[config.mk]
export PLATFORM = sky130hd
export DESIGN_NAME = pitchrise_flat
export DESIGN_NICKNAME = d
export VERILOG_FILES = /design/src/rtl/pitchrise_pkg.sv /design/src/rtl/pitchrise_if.sv /design/src/rtl/pitchrise_rise_timer.sv /design/src/rtl/pitchrise.sv /design/src/flat_wrapper.sv
export SDC_FILE = /design/constraint.sdc
export NUM_CORES = 1
export LEC_CHECK = 0
export ABC_AREA = 1
export CORE_UTILIZATION = 40
export CTS_CLUSTER_DIAMETER = 30
export CTS_CLUSTER_SIZE = 30
export DETAILED_ROUTE_END_ITERATION = 8
export PLACE_DENSITY = 0.58
export SYNTH_ARGS = -nofsm -noshare
export SYNTH_HDL_FRONTEND = slang
export SYNTH_SLANG_ARGS = --single-unit
[constraint.sdc]
create_clock -name clk -period 3.2 [get_ports clk]
set_input_delay 0.32 -clock clk [delete_from_list [all_inputs] [get_ports clk]]
set_output_delay 0.32 -clock clk [all_outputs]
set_load 0.02 [all_outputs]
[src/rtl/pitchrise_pkg.sv]
// Shared types and constants for the pitchrise upward pitch-glide generator.
package pitchrise_pkg;

  localparam int TIMER_W           = 26;
  localparam int NOTE_W            = 7;
  localparam int SPEED_W           = 4;
  localparam int DEPTH_MAX_DEFAULT = 24;

  localparam logic [TIMER_W-1:0] TIMER_THRESH = 26'd2097120;

  typedef enum logic [1:0] {
    IDLE,
    RISE,
    HOLD
  } state_t;

  // Note minus offset, clamped at the bottom of the MIDI range.
  function automatic logic [NOTE_W-1:0] floor_sub(input logic [NOTE_W-1:0] a,
                                                  input logic [NOTE_W-1:0] b);
    return (a >= b) ? a - b : '0;
  endfunction

endpackage

[src/rtl/pitchrise_if.sv]
// Control/status bundle between the voice path and the pitchrise glide block.
interface pitchrise_if;
  import pitchrise_pkg::*;

  logic               en;
  logic [SPEED_W-1:0] speed;
  logic [NOTE_W-1:0]  depth;
  logic               note_on;
  logic               note_repeat;
  logic [NOTE_W-1:0]  note_start;
  logic [NOTE_W-1:0]  rise_offset;
  logic [NOTE_W-1:0]  pitch_out;
  logic [3:0]         rise_fine;
  logic               active;
  logic               done;

  modport master (
    output en, speed, depth, note_on, note_repeat, note_start,
    input  rise_offset, pitch_out, rise_fine, active, done
  );

  modport slave (
    input  en, speed, depth, note_on, note_repeat, note_start,
    output rise_offset, pitch_out, rise_fine, active, done
  );

endinterface

[src/rtl/pitchrise_rise_timer.sv]
// Step prescaler: accumulates 1<<speed per enabled cycle and ticks once the
// registered count passes TIMER_THRESH, then restarts from 1.
module rise_timer
  import pitchrise_pkg::*;
(
  input  logic               clk,
  input  logic               reset,
  input  logic               en,
  input  logic               clear,
  input  logic               run,
  input  logic [SPEED_W-1:0] speed,
  output logic               tick,
  output logic [3:0]         phase
);

  logic [TIMER_W-1:0] timer_reg;
  logic [TIMER_W-1:0] timer_next;

  assign tick  = run & (timer_reg > TIMER_THRESH);
  assign phase = timer_reg[20:17];

  always_comb begin
    timer_next = timer_reg;
    if (en) begin
      if (clear || tick) begin
        timer_next = TIMER_W'(1);
      end else if (run) begin
        timer_next = timer_reg + (TIMER_W'(1) << speed);
      end
    end
  end

  always_ff @(posedge clk or posedge reset) begin
    if (reset) begin
      timer_reg <= TIMER_W'(1);
    end else begin
      timer_reg <= timer_next;
    end
  end

endmodule

[src/rtl/pitchrise.sv]
// Upward pitch glide: starts a note up to MAX_DEPTH semitones low and climbs to it.
// Optional PITCHRISE_FINE_EN exposes the sub-semitone phase on rise_fine.
module pitchrise
  import pitchrise_pkg::*;
#(
  parameter int MAX_DEPTH = DEPTH_MAX_DEFAULT
) (
  input logic        clk,
  input logic        reset,
  pitchrise_if.slave bus
);

  state_t            state_reg, state_next;
  logic [NOTE_W-1:0] note_reg, note_next;
  logic [NOTE_W-1:0] offset_reg, offset_next;
  logic              repeat_reg, repeat_next;
  logic              done_reg, done_next;

  logic [NOTE_W-1:0] depth_clamped;
  logic              note_differs;
  logic              trigger;
  logic              retrig;
  logic              run;
  logic              tick;
  logic [3:0]        phase;

  assign depth_clamped = (int'(bus.depth) > MAX_DEPTH) ? NOTE_W'(MAX_DEPTH) : bus.depth;
  assign note_differs  = (bus.note_start != note_reg);
  assign trigger       = bus.en & bus.note_on & (state_reg == IDLE) & (note_differs | repeat_reg);
  assign retrig        = note_differs | bus.note_repeat;
  // Release and retrigger outrank a step, so the timer only advances when neither applies.
  assign run           = bus.note_on & (state_reg == RISE) & ~retrig;

  rise_timer u_timer (
    .clk   (clk),
    .reset (reset),
    .en    (bus.en),
    .clear (trigger),
    .run   (run),
    .speed (bus.speed),
    .tick  (tick),
    .phase (phase)
  );

  always_comb begin
    state_next  = state_reg;
    note_next   = note_reg;
    offset_next = offset_reg;
    repeat_next = repeat_reg;
    done_next   = 1'b0;

    if (bus.en) begin
      if (!bus.note_on) begin
        state_next  = IDLE;
        offset_next = '0;
        note_next   = '0;
        if (!note_differs) begin
          repeat_next = bus.note_repeat;
        end
      end else begin
        case (state_reg)
          IDLE: begin
            if (trigger) begin
              note_next   = bus.note_start;
              offset_next = depth_clamped;
              repeat_next = 1'b0;
              if (depth_clamped == '0) begin
                state_next = HOLD;
                done_next  = 1'b1;
              end else begin
                state_next = RISE;
              end
            end
          end
          RISE: begin
            if (retrig) begin
              state_next  = IDLE;
              repeat_next = bus.note_repeat;
            end else if (tick) begin
              offset_next = offset_reg - NOTE_W'(1);
              if (offset_reg == NOTE_W'(1)) begin
                state_next = HOLD;
                done_next  = 1'b1;
              end
            end
          end
          HOLD: begin
            if (retrig) begin
              state_next  = IDLE;
              repeat_next = bus.note_repeat;
            end
          end
          default: state_next = IDLE;
        endcase
      end
    end
  end

  always_ff @(posedge clk or posedge reset) begin
    if (reset) begin
      state_reg  <= IDLE;
      note_reg   <= '0;
      offset_reg <= '0;
      repeat_reg <= 1'b0;
      done_reg   <= 1'b0;
    end else begin
      state_reg  <= state_next;
      note_reg   <= note_next;
      offset_reg <= offset_next;
      repeat_reg <= repeat_next;
      done_reg   <= done_next;
    end
  end

  assign bus.rise_offset = offset_reg;
  assign bus.pitch_out   = floor_sub(note_reg, offset_reg);
  assign bus.active      = (state_reg == RISE);
  assign bus.done        = done_reg;

`ifdef PITCHRISE_FINE_EN
  assign bus.rise_fine = (state_reg == RISE) ? 4'd15 - phase : 4'd0;
`else
  assign bus.rise_fine = phase & 4'd0;
`endif

endmodule

[src/flat_wrapper.sv]
// flat-port wrapper written by rule: the top's interface ports become plain ports
module pitchrise_flat import pitchrise_pkg::*;
#(
  parameter int MAX_DEPTH = DEPTH_MAX_DEFAULT
)
  (clk, reset, bus_en, bus_speed, bus_depth, bus_note_on, bus_note_repeat, bus_note_start, bus_rise_offset, bus_pitch_out, bus_rise_fine, bus_active, bus_done);
  pitchrise_if bus_i ();
  input logic clk;
  input logic reset;
  input wire logic [$bits(bus_i.en)-1:0] bus_en;
  input wire logic [$bits(bus_i.speed)-1:0] bus_speed;
  input wire logic [$bits(bus_i.depth)-1:0] bus_depth;
  input wire logic [$bits(bus_i.note_on)-1:0] bus_note_on;
  input wire logic [$bits(bus_i.note_repeat)-1:0] bus_note_repeat;
  input wire logic [$bits(bus_i.note_start)-1:0] bus_note_start;
  output wire logic [$bits(bus_i.rise_offset)-1:0] bus_rise_offset;
  output wire logic [$bits(bus_i.pitch_out)-1:0] bus_pitch_out;
  output wire logic [$bits(bus_i.rise_fine)-1:0] bus_rise_fine;
  output wire logic [$bits(bus_i.active)-1:0] bus_active;
  output wire logic [$bits(bus_i.done)-1:0] bus_done;
  assign bus_i.en = bus_en;
  assign bus_i.speed = bus_speed;
  assign bus_i.depth = bus_depth;
  assign bus_i.note_on = bus_note_on;
  assign bus_i.note_repeat = bus_note_repeat;
  assign bus_i.note_start = bus_note_start;
  assign bus_rise_offset = bus_i.rise_offset;
  assign bus_pitch_out = bus_i.pitch_out;
  assign bus_rise_fine = bus_i.rise_fine;
  assign bus_active = bus_i.active;
  assign bus_done = bus_i.done;
  pitchrise #(.MAX_DEPTH(MAX_DEPTH)) u_core (.clk(clk), .reset(reset), .bus(bus_i));
endmodule
==> flow_summary.toml <==
[sta]
achievable-frequency_mhz = 338
slew_worst_pin_ns = 0.986
finalHoldViolCount = 0
maxSlewViolCount = 0
timing.slew.headroom_pct = 34.2
post-route-period-util_pct = 92.4
post-route-min-period_ns = 2.96
skew_ns = 0.00739
grt_setup_unrepaired = "no"
report.final.setup_viol = 0
finalSetupTns_ns = 0

[placement]
placement.io_buffers = 38
gp_congestion = 0.880
numPlacedInstances = 874
placed_area_um2 = 4830
half_perimeter_wire_length_after_placement_um = 9320

[global_routing]
number_of_antenna_violations_at_the_first_check_in_global_routing = 0
grt_pass1_wl_um = 20200
global_route.usage.total_pct = 22.7
globalRouteOverflowTotal = 0
pin_count_of_the_biggest_net_entering_global_routing = 45
grt_pass1_vias = 4318

[pwr]
p_switching_w = 0.00103
netSwitchingFraction_pct = 43.0
combinational_share_of_power_pct = 51.7
seq_power_share_pct = 29.0
finalPower_w = 0.00240
power_report.internal_total_w = 0.00137
p_leak_nw = 2.77
peakVddDrop_mv = 0.755
pwr-share-clk_pct = 19.3
cellPowerDensity_nw_per_um2 = 485

[clocking]
clock_tree.root_cell = "clkbuf_8"
cts_buffers = 5
clock_tree.htree_level_count = 2
clock_tree_from_tritoncts = "built"
worst_setup_hold_path_clk_slew_ns = 0.10
clk_latency_ns = 0.31
clockBufferDepth = 2
num_clock_sinks = 44
holdBufCountCts = 0

[cells_and_area]
layout.area.seq_um2 = 1100
net_total_in_the_final_layout = 798
final_cell_count_no_fill = 882
multi_input_area_um2 = 2710
area_delta_synth_final_pct = 14.0
design_area_um2 = 4950
leading_cell_types_in_the_layout_fill_and_taps_excluded = "nand2_1, inv_1, nor2_1"
n_antenna_cell = 0
layout_commonest_cell = "nand2_1"
largest_reg_flops = 26
post_route_cells_drive_above_1_share_pct = 4.16
nFillCells = 1116

[logic_synthesis]
ys_async_sr_fraction_pct = 100
yosysSeqAreaShare_pct = 25.4
synth-adder-area-share_pct = 8.99
main_synth_ff_type = "dfrtp_1"
synthMuxAreaShare_pct = 0
ys_types = 39
synthXorXnorAreaFrac_pct = 3.63
largest_family_of_logic_cells_by_synthesized_area = "simple AND/OR/NAND/NOR gates"
compound_gate_portion_of_the_synthesized_area_pct = 5.56
synthesis.area_per_instance_um2 = 6.13
synthSimpleGateAreaFrac_pct = 43.9
number_of_enable_flip_flop_cells_after_synthesis = 0
synthesis.instances = 708
synth-warning-count = 0
synthesis.area_um2 = 4340
count_of_state_elements_after_synthesis = 44

[routing]
ant_nets = 0
wirelength_um = 11900
vias_per_cell = 5.02
drt_first_iter_violations = 219
remaining_drc_errors = 0
vias = 4424
firstDrtPassIters = 5
post_drt_wl_per_cell_um = 13.5

[worst_setup_path]
worstPathMaxFanout = 5
cp_endpoint_kind = "primary output"
timing.critical_path.from_type = "register"
crit_type = "reg2out"
required_worst_endpoint_ns = 2.88
crit_arrival_ns = 2.64

[die]
total_die_area_um2 = 11300
die_y_um = 106
coreArea_um2 = 10400
effective_utilization_at_floorplan_pct = 41.7
core.rowCount = 37
dieWidth_um = 106
num_io_pins = 43

[job]
max_cap_viol_count = 0

[outcome]
run_status = "finished clean"

[worst_hold_path]
timing.hold.worst.class = "reg2reg"
==> synth_stat cells, types with 2 or more instances <==
cell	number	area (um^2)
nand2_1	252	946
inv_1	118	443
nor2_1	78	293
nand3_1	62	310
dfrtp_1	43	1080
ha_1	28	350
a21oi_1	19	95.1
nand4_1	19	119
xor2_1	14	123
o21ai_0	9	45.0
buf_4	6	45.0
nand3b_1	6	45.0
o22ai_1	6	37.5
nor4_1	5	31.3
nor2_4	4	45.0
or2_2	4	25.0
xnor2_1	4	35.0
and2_1	3	18.8
buf_2	3	15.0
nor3_1	3	15.0
buf_6	2	22.5
fa_1	2	40.0
nand2_2	2	12.5
==> cell families (layout without fill, tap and decap cells) <==
logic type / Yosys count / in the layout
flip-flops: 44 / 44
AND/OR/NAND/NOR: 442 / 442
AO/OA/AOI/OAI: 41 / 41
adder cells (fa/ha/maj): 30 / 30
other: 1 / 4
buffers and inverters: 132 / 167
XOR/XNOR: 18 / 18
==> final timing paths <==
check | cells after the start | endpoint | from | slack, ns
hold / removal | 2 | u_core.repeat_reg$_DFFE_PP0P_ | u_core.repeat_reg$_DFFE_PP0P_ | 0.49
min in group asynchronous | 2 | u_core.state_reg[0]$_DFFE_PP0P_ | reset | 0.54
max in group asynchronous | 2 | u_core.bus.rise_offset[0]$_DFFE_PP0P_ | reset | 1.98
setup reg to reg | 14 | u_core.u_timer.timer_reg[14]$_DFFE_PP0P_ | u_core.u_timer.timer_reg[0]$_DFFE_PP1P_ | 0.88
setup / recovery | 10 | bus_pitch_out[5] | u_core.bus.rise_offset[2]$_DFFE_PP0P_ | 0.24
hold reg to reg | 2 | u_core.repeat_reg$_DFFE_PP0P_ | u_core.repeat_reg$_DFFE_PP0P_ | 0.49
==> final cells by class <==
type / count / area share [%]
clock buffer: 5 / 1.39
clock inverter: 3 / 0.961
inverter: 119 / 9.08
multi-input combinational: 535 / 54.8
sequential: 44 / 22.3
tap: 136 / 3.44
timing repair buffer: 40 / 8.04
==> power by group through the flow <==
stage / clock network [W] / logic (W) / registers [W]
6_report: 0.000465 / 0.00124 / 0.000696
3_5_place_dp: 0 / 0.00124 / 0.000705
3_3_place_gp: 0 / 0.00124 / 0.000705
4_1_cts: 0.000480 / 0.00125 / 0.000695
2_1_floorplan: 0 / 0.000810 / 0.000723
5_1_grt: 0.000506 / 0.00140 / 0.000709
==> worst max-delay path, stage by stage (launching register included) <==
cell             delay (ns)
dfrtp_1                0.41
inv_1                  0.13
ha_1                   0.37
nand3_1                0.09
nand2_1                0.11
nand2_1                0.08
nand2_1                0.06
a21oi_1                0.07
or2_2                  0.27
a21oi_1                0.14
clkdlybuf4s50_1        0.61
==> routing by layer <==
metal	global-route usage, %	wire [um]
met1	28.7	5310
met2	39.8	5690
met3	2.64	613
met4	7.54	336
met5	0	0
==> through the flow <==
stage | worst slack (ns) | util (%) | hold WS, ns
3_5_place_dp | 0.224 | 46.3 | 0.469
2_1_floorplan | 0.828 | - | 0.441
5_1_grt | 0.0511 | 47.5 | 0.524
3_3_place_gp | 0.321 | 46.3 | 0.458
4_1_cts | 0.0166 | 47.5 | 0.496
6_report | 0.243 | 47.5 | 0.493
==> what timing repair did <==
item / 4_1_cts / 5_1_grt
buffers inserted: 0 / 0
gates resized for setup: 0 / 2
endpoints found under the setup margin: 0 / 1
hold endpoints to repair: 0 / 0
(Power assumes the default switching activity.)
